[config.mk]
export PLATFORM = sky130hd
export DESIGN_NAME = vliw_issue_scoreboard
export DESIGN_NICKNAME = d
export VERILOG_FILES = /design/src/rtl/vliw_issue_scoreboard.sv
export SDC_FILE = /design/constraint.sdc
export NUM_CORES = 1
export LEC_CHECK = 0
export BUFFER_PORTS_ARGS = -buffer_cell sky130_fd_sc_hd__buf_4
export CORE_ASPECT_RATIO = 0.8
export CORE_MARGIN = 3
export CORE_UTILIZATION = 56
export CTS_CLUSTER_SIZE = 10
export DETAILED_ROUTE_END_ITERATION = 12
export GPL_TIMING_DRIVEN = 0
export HOLD_SLACK_MARGIN = 0.12
export PLACE_DENSITY = 0.9
export SLEW_MARGIN = 40
export SYNTH_ARGS = -nofsm -noshare
export SYNTH_HDL_FRONTEND = slang
export SYNTH_SLANG_ARGS = --single-unit
[constraint.sdc]
create_clock -name clk -period 7.05 [get_ports clk]
set_input_delay 1.7625 -clock clk [delete_from_list [all_inputs] [get_ports clk]]
set_output_delay 1.7625 -clock clk [all_outputs]
set_load 0.03 [all_outputs]
[src/rtl/vliw_issue_scoreboard.sv]
// Issue/hazard controller: accepts decoded ALU+MEM bundles, tracks the pending load destination, runs the data-memory handshake and raises exceptions/redirects.
// Latency: alu_we and mem_we are combinational in the accept/ack cycle; mem_req, pc_redirect, exception and busy_mask update one cycle after accept.
// Backpressure: issue_ready drops outside IDLE (memory in flight or flush) and on any busy-register hazard; bundles are held by the decoder until accepted.
//
// Ports:
//   clk, reset                    clock, synchronous active-high reset
//   issue_valid / issue_ready     bundle handshake; pc is the bundle PC
//   alu_* / mem_* / mem* / is*    decoded slot fields and controls
//   branch_taken, branch_target   branch condition and target
//   alu_we, mem_we, mem_wb_rd     gated register-file write enables and load destination
//   mem_req, mem_we_cmd, mem_ack  single-outstanding data-memory handshake
//   pc_redirect, redirect_addr    one-cycle redirect pulse and target
//   exception, epc                one-cycle exception pulse and faulting PC
//   busy_mask                     pending-load scoreboard, one bit per register
module vliw_issue_scoreboard #(
  parameter logic [31:0] EXC_ADDR    = 32'h00FF00FF,
  parameter int          MEM_TIMEOUT = 15
) (
  input  logic        clk,
  input  logic        reset,
  input  logic        issue_valid,
  output logic        issue_ready,
  input  logic [31:0] pc,
  input  logic [2:0]  alu_rm,
  input  logic [2:0]  alu_rn,
  input  logic [2:0]  alu_rd,
  input  logic        alu_regWrite,
  input  logic        alu_undefinedInstruction,
  input  logic [2:0]  mem_rn,
  input  logic [2:0]  mem_rd,
  input  logic        memRead,
  input  logic        memWrite,
  input  logic        mem_regWrite,
  input  logic        isBranch,
  input  logic        isJump,
  input  logic        mem_undefinedInstruction,
  input  logic        branch_taken,
  input  logic [31:0] branch_target,
  output logic        alu_we,
  output logic        mem_we,
  output logic [2:0]  mem_wb_rd,
  output logic        mem_req,
  output logic        mem_we_cmd,
  input  logic        mem_ack,
  output logic        pc_redirect,
  output logic [31:0] redirect_addr,
  output logic        exception,
  output logic [31:0] epc,
  output logic [7:0]  busy_mask
);

  typedef enum logic [1:0] {
    S_IDLE     = 2'd0,
    S_MEM_WAIT = 2'd1,
    S_FLUSH    = 2'd2
  } state_t;

  // Counter value seen in the last permitted wait cycle; a miss there times out.
  localparam logic [7:0] TIMEOUT_LAST = 8'(MEM_TIMEOUT - 1);

  state_t      state_q;
  logic [7:0]  busy_q;
  logic        mem_req_q;
  logic        mem_we_cmd_q;
  logic [2:0]  mem_rd_q;
  logic [31:0] mem_pc_q;
  logic [7:0]  cnt_q;
  logic        pc_redirect_q;
  logic [31:0] redirect_addr_q;
  logic        exception_q;
  logic [31:0] epc_q;

  logic hazard;
  logic accept;
  logic fault;
  logic take_redirect;
  logic mem_op;
  logic mem_done;

  always_comb begin
    hazard = busy_q[alu_rm] | busy_q[alu_rn] | busy_q[mem_rn]
           | (memWrite & busy_q[mem_rd])
           | (alu_regWrite & busy_q[alu_rd]);
    fault = alu_undefinedInstruction | mem_undefinedInstruction
          | (alu_regWrite & mem_regWrite & (alu_rd == mem_rd));
    take_redirect = isJump | (isBranch & branch_taken);
    mem_op        = memRead | memWrite;
    issue_ready   = ~reset & (state_q == S_IDLE) & ~hazard;
    accept        = issue_valid & issue_ready;
    // A faulting bundle must not touch the register file.
    alu_we        = accept & ~fault & alu_regWrite;
    // Acks outside MEM_WAIT are ignored; a store completion never writes back.
    mem_done      = ~reset & (state_q == S_MEM_WAIT) & mem_ack;
    mem_we        = mem_done & ~mem_we_cmd_q;
  end

  always_ff @(posedge clk) begin
    if (reset) begin
      state_q         <= S_IDLE;
      busy_q          <= '0;
      mem_req_q       <= 1'b0;
      mem_we_cmd_q    <= 1'b0;
      mem_rd_q        <= '0;
      mem_pc_q        <= '0;
      cnt_q           <= '0;
      pc_redirect_q   <= 1'b0;
      redirect_addr_q <= '0;
      exception_q     <= 1'b0;
      epc_q           <= '0;
    end else begin
      // Redirect and exception are single-cycle pulses.
      pc_redirect_q <= 1'b0;
      exception_q   <= 1'b0;
      case (state_q)
        S_IDLE: begin
          if (accept) begin
            if (fault) begin
              exception_q     <= 1'b1;
              pc_redirect_q   <= 1'b1;
              redirect_addr_q <= EXC_ADDR;
              epc_q           <= pc;
              state_q         <= S_FLUSH;
            end else if (take_redirect) begin
              // Control transfer wins; such a bundle carries no memory op.
              pc_redirect_q   <= 1'b1;
              redirect_addr_q <= branch_target;
              state_q         <= S_FLUSH;
            end else if (mem_op) begin
              mem_req_q    <= 1'b1;
              mem_we_cmd_q <= memWrite;
              mem_pc_q     <= pc;
              cnt_q        <= '0;
              state_q      <= S_MEM_WAIT;
              if (!memWrite) begin
                mem_rd_q <= mem_rd;
                busy_q   <= 8'b1 << mem_rd;
              end
            end
          end
        end
        S_MEM_WAIT: begin
          if (mem_ack) begin
            // Ack beats a coincident timeout.
            mem_req_q    <= 1'b0;
            mem_we_cmd_q <= 1'b0;
            busy_q       <= '0;
            cnt_q        <= '0;
            state_q      <= S_IDLE;
          end else if (cnt_q == TIMEOUT_LAST) begin
            mem_req_q       <= 1'b0;
            mem_we_cmd_q    <= 1'b0;
            busy_q          <= '0;
            cnt_q           <= '0;
            exception_q     <= 1'b1;
            pc_redirect_q   <= 1'b1;
            redirect_addr_q <= EXC_ADDR;
            epc_q           <= mem_pc_q;
            state_q         <= S_FLUSH;
          end else begin
            cnt_q <= cnt_q + 8'd1;
          end
        end
        S_FLUSH: state_q <= S_IDLE;
        default: state_q <= S_IDLE;
      endcase
    end
  end

  assign mem_req       = mem_req_q;
  assign mem_we_cmd    = mem_we_cmd_q;
  assign mem_wb_rd     = mem_rd_q;
  assign busy_mask     = busy_q;
  assign pc_redirect   = pc_redirect_q;
  assign redirect_addr = redirect_addr_q;
  assign exception     = exception_q;
  assign epc           = epc_q;

endmodule

=== Yosys cells after proc, flatten, opt, wreduce, memory -nomap -nowiden ===
Index checks and enable logic that the tools add are counted.

* Register bits: 121
* Latch bits: 0
* Bits in writable memories: 0
* ROM bits: 0
* Input port bits: 92
* Output and inout bits: 82
* Word-level logic and storage cells: 133
* Memories kept: 0

* $add $sub $neg: 1
* Multiply operators: 0
* Div/mod/pow operators: 0
* Order comparisons: 5
* Eq/ne operators: 14
* Shifts and indexed selects: 1
* Mux-type cells: 64
* Bitwise logic cells: 27
* Reduce and logical (&&, ||, !) cells: 10

{| class="wikitable"
|+ Operators with widths
! cell !! number
|-
| $mux W32 || 9
|-
| $pmux W32 S2 || 2
|-
| $mux W8 || 13
|-
| $pmux W8 S2 || 2
|-
| $mux W1 || 22
|-
| $lt A3 B4 Y1 const B || 5
|-
| $reduce_and A5 Y1 || 4
|-
| $bmux W1 S3 || 5
|-
| $ne A2 B2 Y1 const B || 7
|-
| $and A1 B1 Y1 || 13
|-
| $mux W2 || 6
|-
| $reduce_and A6 Y1 || 2
|-
| $add A8 B1 Y8 const B || 1
|-
| $eq A8 B4 Y1 const B || 1
|-
| $or A1 B1 Y1 || 8
|-
| $pmux W1 S2 || 4
|-
| $shl A1 B3 Y8 const A || 1
|-
| $reduce_and A7 Y1 || 1
|-
| $not A1 Y1 || 6
|-
| $ne A4 B4 Y1 const B || 1
|-
| $pmux W2 S2 || 1
|-
| $eq A3 B3 Y1 || 1
|-
| $ne A3 B2 Y1 const B || 1
|-
| $ne A3 B3 Y1 const B || 1
|-
| 5 further kinds || 5
|}

=== Longest topological paths before layout ===
* Depth after elaboration: 11
* Gate-level depth with buffers: 9
* Mapped depth without buffers: 7

=== Worst setup path before layout ===
Ideal clock, no wire load.

* Kind: input-to-output
* Start point: input mem_rd[1]
* End point: output alu_we
* Arrival time: 4.054 ns
* Data required time: 5.287 ns
* Slack: 1.234 ns
* Stages on the path: 8
* Path buffers: 3
* Cell sequence: buf_6 mux4_2 a22o_1 nor4_2 nand3_1 buf_2 clkbuf_1 nor3_1

* Longest elaborated chain between the ends: 10
* Elaborated cells on any way between the ends: 14
* Classes of those cells: eq/ne: 1; mux: 2; bitwise: 11

{| class="wikitable"
|+ RTL lines
! item !! RTL line !! RTL
|-
| start, declared || 30 || <nowiki>input logic [2:0] mem_rd,</nowiki>
|-
| $bmux W1 S3 || 82 || <nowiki>| (memWrite & busy_q[mem_rd])</nowiki>
|-
| $mux W1 (implied by the code) || 82 ||
|-
| $and A1 B1 Y1 || 82 ||
|-
| $or A1 B1 Y1 || 82 ||
|-
| $or A1 B1 Y1 || 83 || <nowiki>| (alu_regWrite & busy_q[alu_rd]);</nowiki>
|-
| $not A1 Y1 || 88 || <nowiki>issue_ready = ~reset & (state_q == S_IDLE) & ~hazard;</nowiki>
|-
| $and A1 B1 Y1 || 88 ||
|-
| $and A1 B1 Y1 || 89 || <nowiki>accept = issue_valid & issue_ready;</nowiki>
|-
| $and A1 B1 Y1 * (2 in series) || 91 || <nowiki>alu_we = accept & ~fault & alu_regWrite;</nowiki>
|-
| end, declared || 39 || <nowiki>output logic alu_we,</nowiki>
|}

Every way passes the cells marked *; elsewhere a longest branch is shown, timed or not. The select of a mux whose other input is x is not followed.

=== Worst setup path in the final report ===
* Start point: input mem_rd[2]
* End point: output alu_we

Same word-level chain as after synthesis.

==> flow_summary.toml <==
[power]
p_seq_share_pct = 39.8
clock_power_share_pct = 46.2
power_density_nw_per_um2 = 223
power_frac_comb_pct = 14.0
switching_share_pct = 26.7
finalPower_w = 0.00180
internal-power_w = 0.00132
p_leak_nw = 3.22
irDropWorstVdd_mv = 0.173
p_sw_w = 0.000481

[yosys]
synth_seq_cells = 121
ys_warn_count = 0
yosysMostFrequentCell = "dfxtp_1"
syn_avg_cell_area_um2 = 8.87
async_reset_ff_share_pct = 0
yosysTopAreaCell = "dfxtp_1"
synthTopCellsByCount = "121 x dfxtp_1, 64 x nor2_1, 61 x a21oi_1"
ys_types = 51
syn_inst = 685
synth_top_area_share_pct = 39.9
synth_area_leaders = "dfxtp_1 40%, mux2i_1 7.3%, mux2_4 7.2%"
synth.cell_area_um2 = 6070
synth-edff-count = 0
yosysSeqAreaShare_pct = 39.9
synth_nets = 779
ys.flop_type = "dfxtp_1"

[cts]
clkLatencyLatePin_ps = 420
post_cts_resized = 0
htreeDepth = 4
cts_setup_buffers = 0
numCtsBuffers = 17
clk_pin_slew_worst_paths_ps = 50
hold_buffers = 0
clock_path_buffers = 2
cts_sinks = 121
cts_root_buffer = "clkbuf_16"
cts_tree = "built"

[detailed_routing]
routed_wl_um = 19900
vias_per_cell = 6.26
drc = 0
wire_per_inst_um = 19.4
firstDrtPassIters = 5
antenna_left = 0
routed-via-count = 6421
drt-initial-drc-count = 765

[timing]
slew_viol_final = 0
worst_slew_pin_slew_ps = 798
whs_ps = 472
period_needed_ps = 6170
fin_ws_ps = 884
setup_tns_ps = 0
slew_headroom_pct = 46.8
finalCritPeriodShare_pct = 87.5
max_freq_ghz = 0.162
hold_viol = 0
rsz0062_at_grt = "false"
finalClockSkew_ps = 15.2
setup_viol = 0

[global_route]
grt_pass1_vias = 6289
antenna_found_initial = 0
grt_overflow = 0
grt_use_met2_pct = 53.8
grt_max_degree = 17
grt.busiest_layer = "met2"
grt_pass1_wl_um = 31500
grtUsageMet3_pct = 10.9
grt_usage_pct = 32.8
grtUsageMet1_pct = 39.9

[run]
cap_violations = 0

[placement]
gp_congestion = 0.882
port_buffers = 169
hpwl_um = 14100
place_worst_setup_slack_ps = 957

[min_path]
hp-class = "flip-flop to flip-flop"
min-delay-start = "mem_wb_rd[0]"

[final_layout]
fillers = 680
final_nets = 967
diodes = 0
synthToLayoutAreaGrowth_pct = 33.2
drive_above_1_share_pct = 29.0

[worst_setup_path]
cp_top_family = "buffers and inverters"
r2r_start = "state_q[0]"
critPathBufInv = 5
worstSetupPathType = "input port to output port"
worstPathCellList = "buf_4 -> clkbuf_1 -> mux4_2 -> a22o_1 -> nor4_2 -> nand3_1 -> buf_2 -> clkbuf_1 -> nor3_1 -> buf_4"
crit_required_ps = 5290
cp_max_fo = 10
start_kind = "input port"
cp.arrival_ps = 4400
endpoint_kind = "output port"
max_stage_delay_ps = 380
setup.worst_path.start = "mem_rd[2]"
slowest_stage = "mux4_2"
rrSetupSlack_ps = 3900

[floorplanning]
num_rows = 33
fp.dieArea_um2 = 12100
initial_utilization_pct = 58.4
io_pins = 174
fp.dieH_um = 99.2
die_w_um = 122
core_um2 = 10400

[run_status]
status = "completed"
per-stage QoR:
stage	utilization (%)	cell area, um^2	std cells
2_1_floorplan	-	6070	685
3_3_place_gp	72.3	7520	994
3_5_place_dp	72.3	7520	994
4_1_cts	77.7	8090	1026
5_1_grt	77.8	8090	1026
6_report	77.8	8090	1026
state kept, by name, indices dropped and copies added, names as in the netlist, 2 cells and up:
| register | cells |
|---|---|
| epc | 32 |
| mem_pc_q | 32 |
| mem_wb_rd | 3 |
| redirect_addr | 32 |
| state_q | 2 |
| busy_mask | 8 |
| cnt_q | 8 |
layout by cell type (no fill, tap or decap), drive strengths merged, types with 3 or more instances in the layout:
cell type and n:
o211ai 16, clkinv 8, nand4 23, nor2 64
nand2 19, nor3 15, o21ai 38, a21oi 62
buf 185, mux2i 44, nand2b 10, mux2 33
a211oi 23, dfxtp 121, and3 4, clkbuf 70
inv 5, nor2b 34, nand3 42, nor4 22
a31oi 7, o32ai 5, xor2 3, mux4 4
worst register-to-register path, cell delays in order, from the launching register on:
cell and delay [ps]:
dfxtp_1 310, clkbuf_1 280, nor3_1 380, o21ai_0 150
nor4_1 490, nand3_1 320, buf_2 300, clkbuf_1 260
nor4_1 450, a211oi_1 100
cell families (layout without fill, tap and decap cells):
logic type | Yosys count | in the layout | synth area share [%]
buf+inv | 70 | 271 | 5.05
mux | 81 | 81 | 16.6
xor+xnor | 3 | 3 | 0.433
flops | 121 | 121 | 39.9
simple gates | 242 | 242 | 20.7
fa+ha+maj | 2 | 2 | 0.412
compound gates | 166 | 166 | 16.9
per-layer routing:
metal  share of wire [%]  vias up
met5                   0        -
met4                 3.1        0
met3                  10       71
met2                  48      396
met1                  39     3049
li1                    -     2905
layout make-up:
type	count	area [um^2]	area share (%)
multi-input combinational	494	3350	41.4
sequential	121	2420	29.9
timing repair buffer	169	1270	15.7
clock buffer	21	470	5.82
buffer	65	288	3.56
tap	140	175	2.17
clock inverter	11	96.3	1.19
inverter	5	18.8	0.232
power by group through the flow:
stage / Clock, W / Sequential [W] / Combinational, W
after floorplan: 0 / 0.000764 / 0.000105
after global placement: 0 / 0.000729 / 0.000239
after detailed placement: 0 / 0.000730 / 0.000246
after CTS: 0.000830 / 0.000716 / 0.000249
after global routing: 0.000867 / 0.000718 / 0.000267
final: 0.000832 / 0.000716 / 0.000252
worst paths after layout:
kind                             to  cells past startpoint
hold / removal         mem_wb_rd[0]                      2
setup / recovery             alu_we                     10
hold reg to reg        mem_wb_rd[0]                      2
setup reg to reg  redirect_addr[23]                      9
Power figures use the tool's default switching activity.
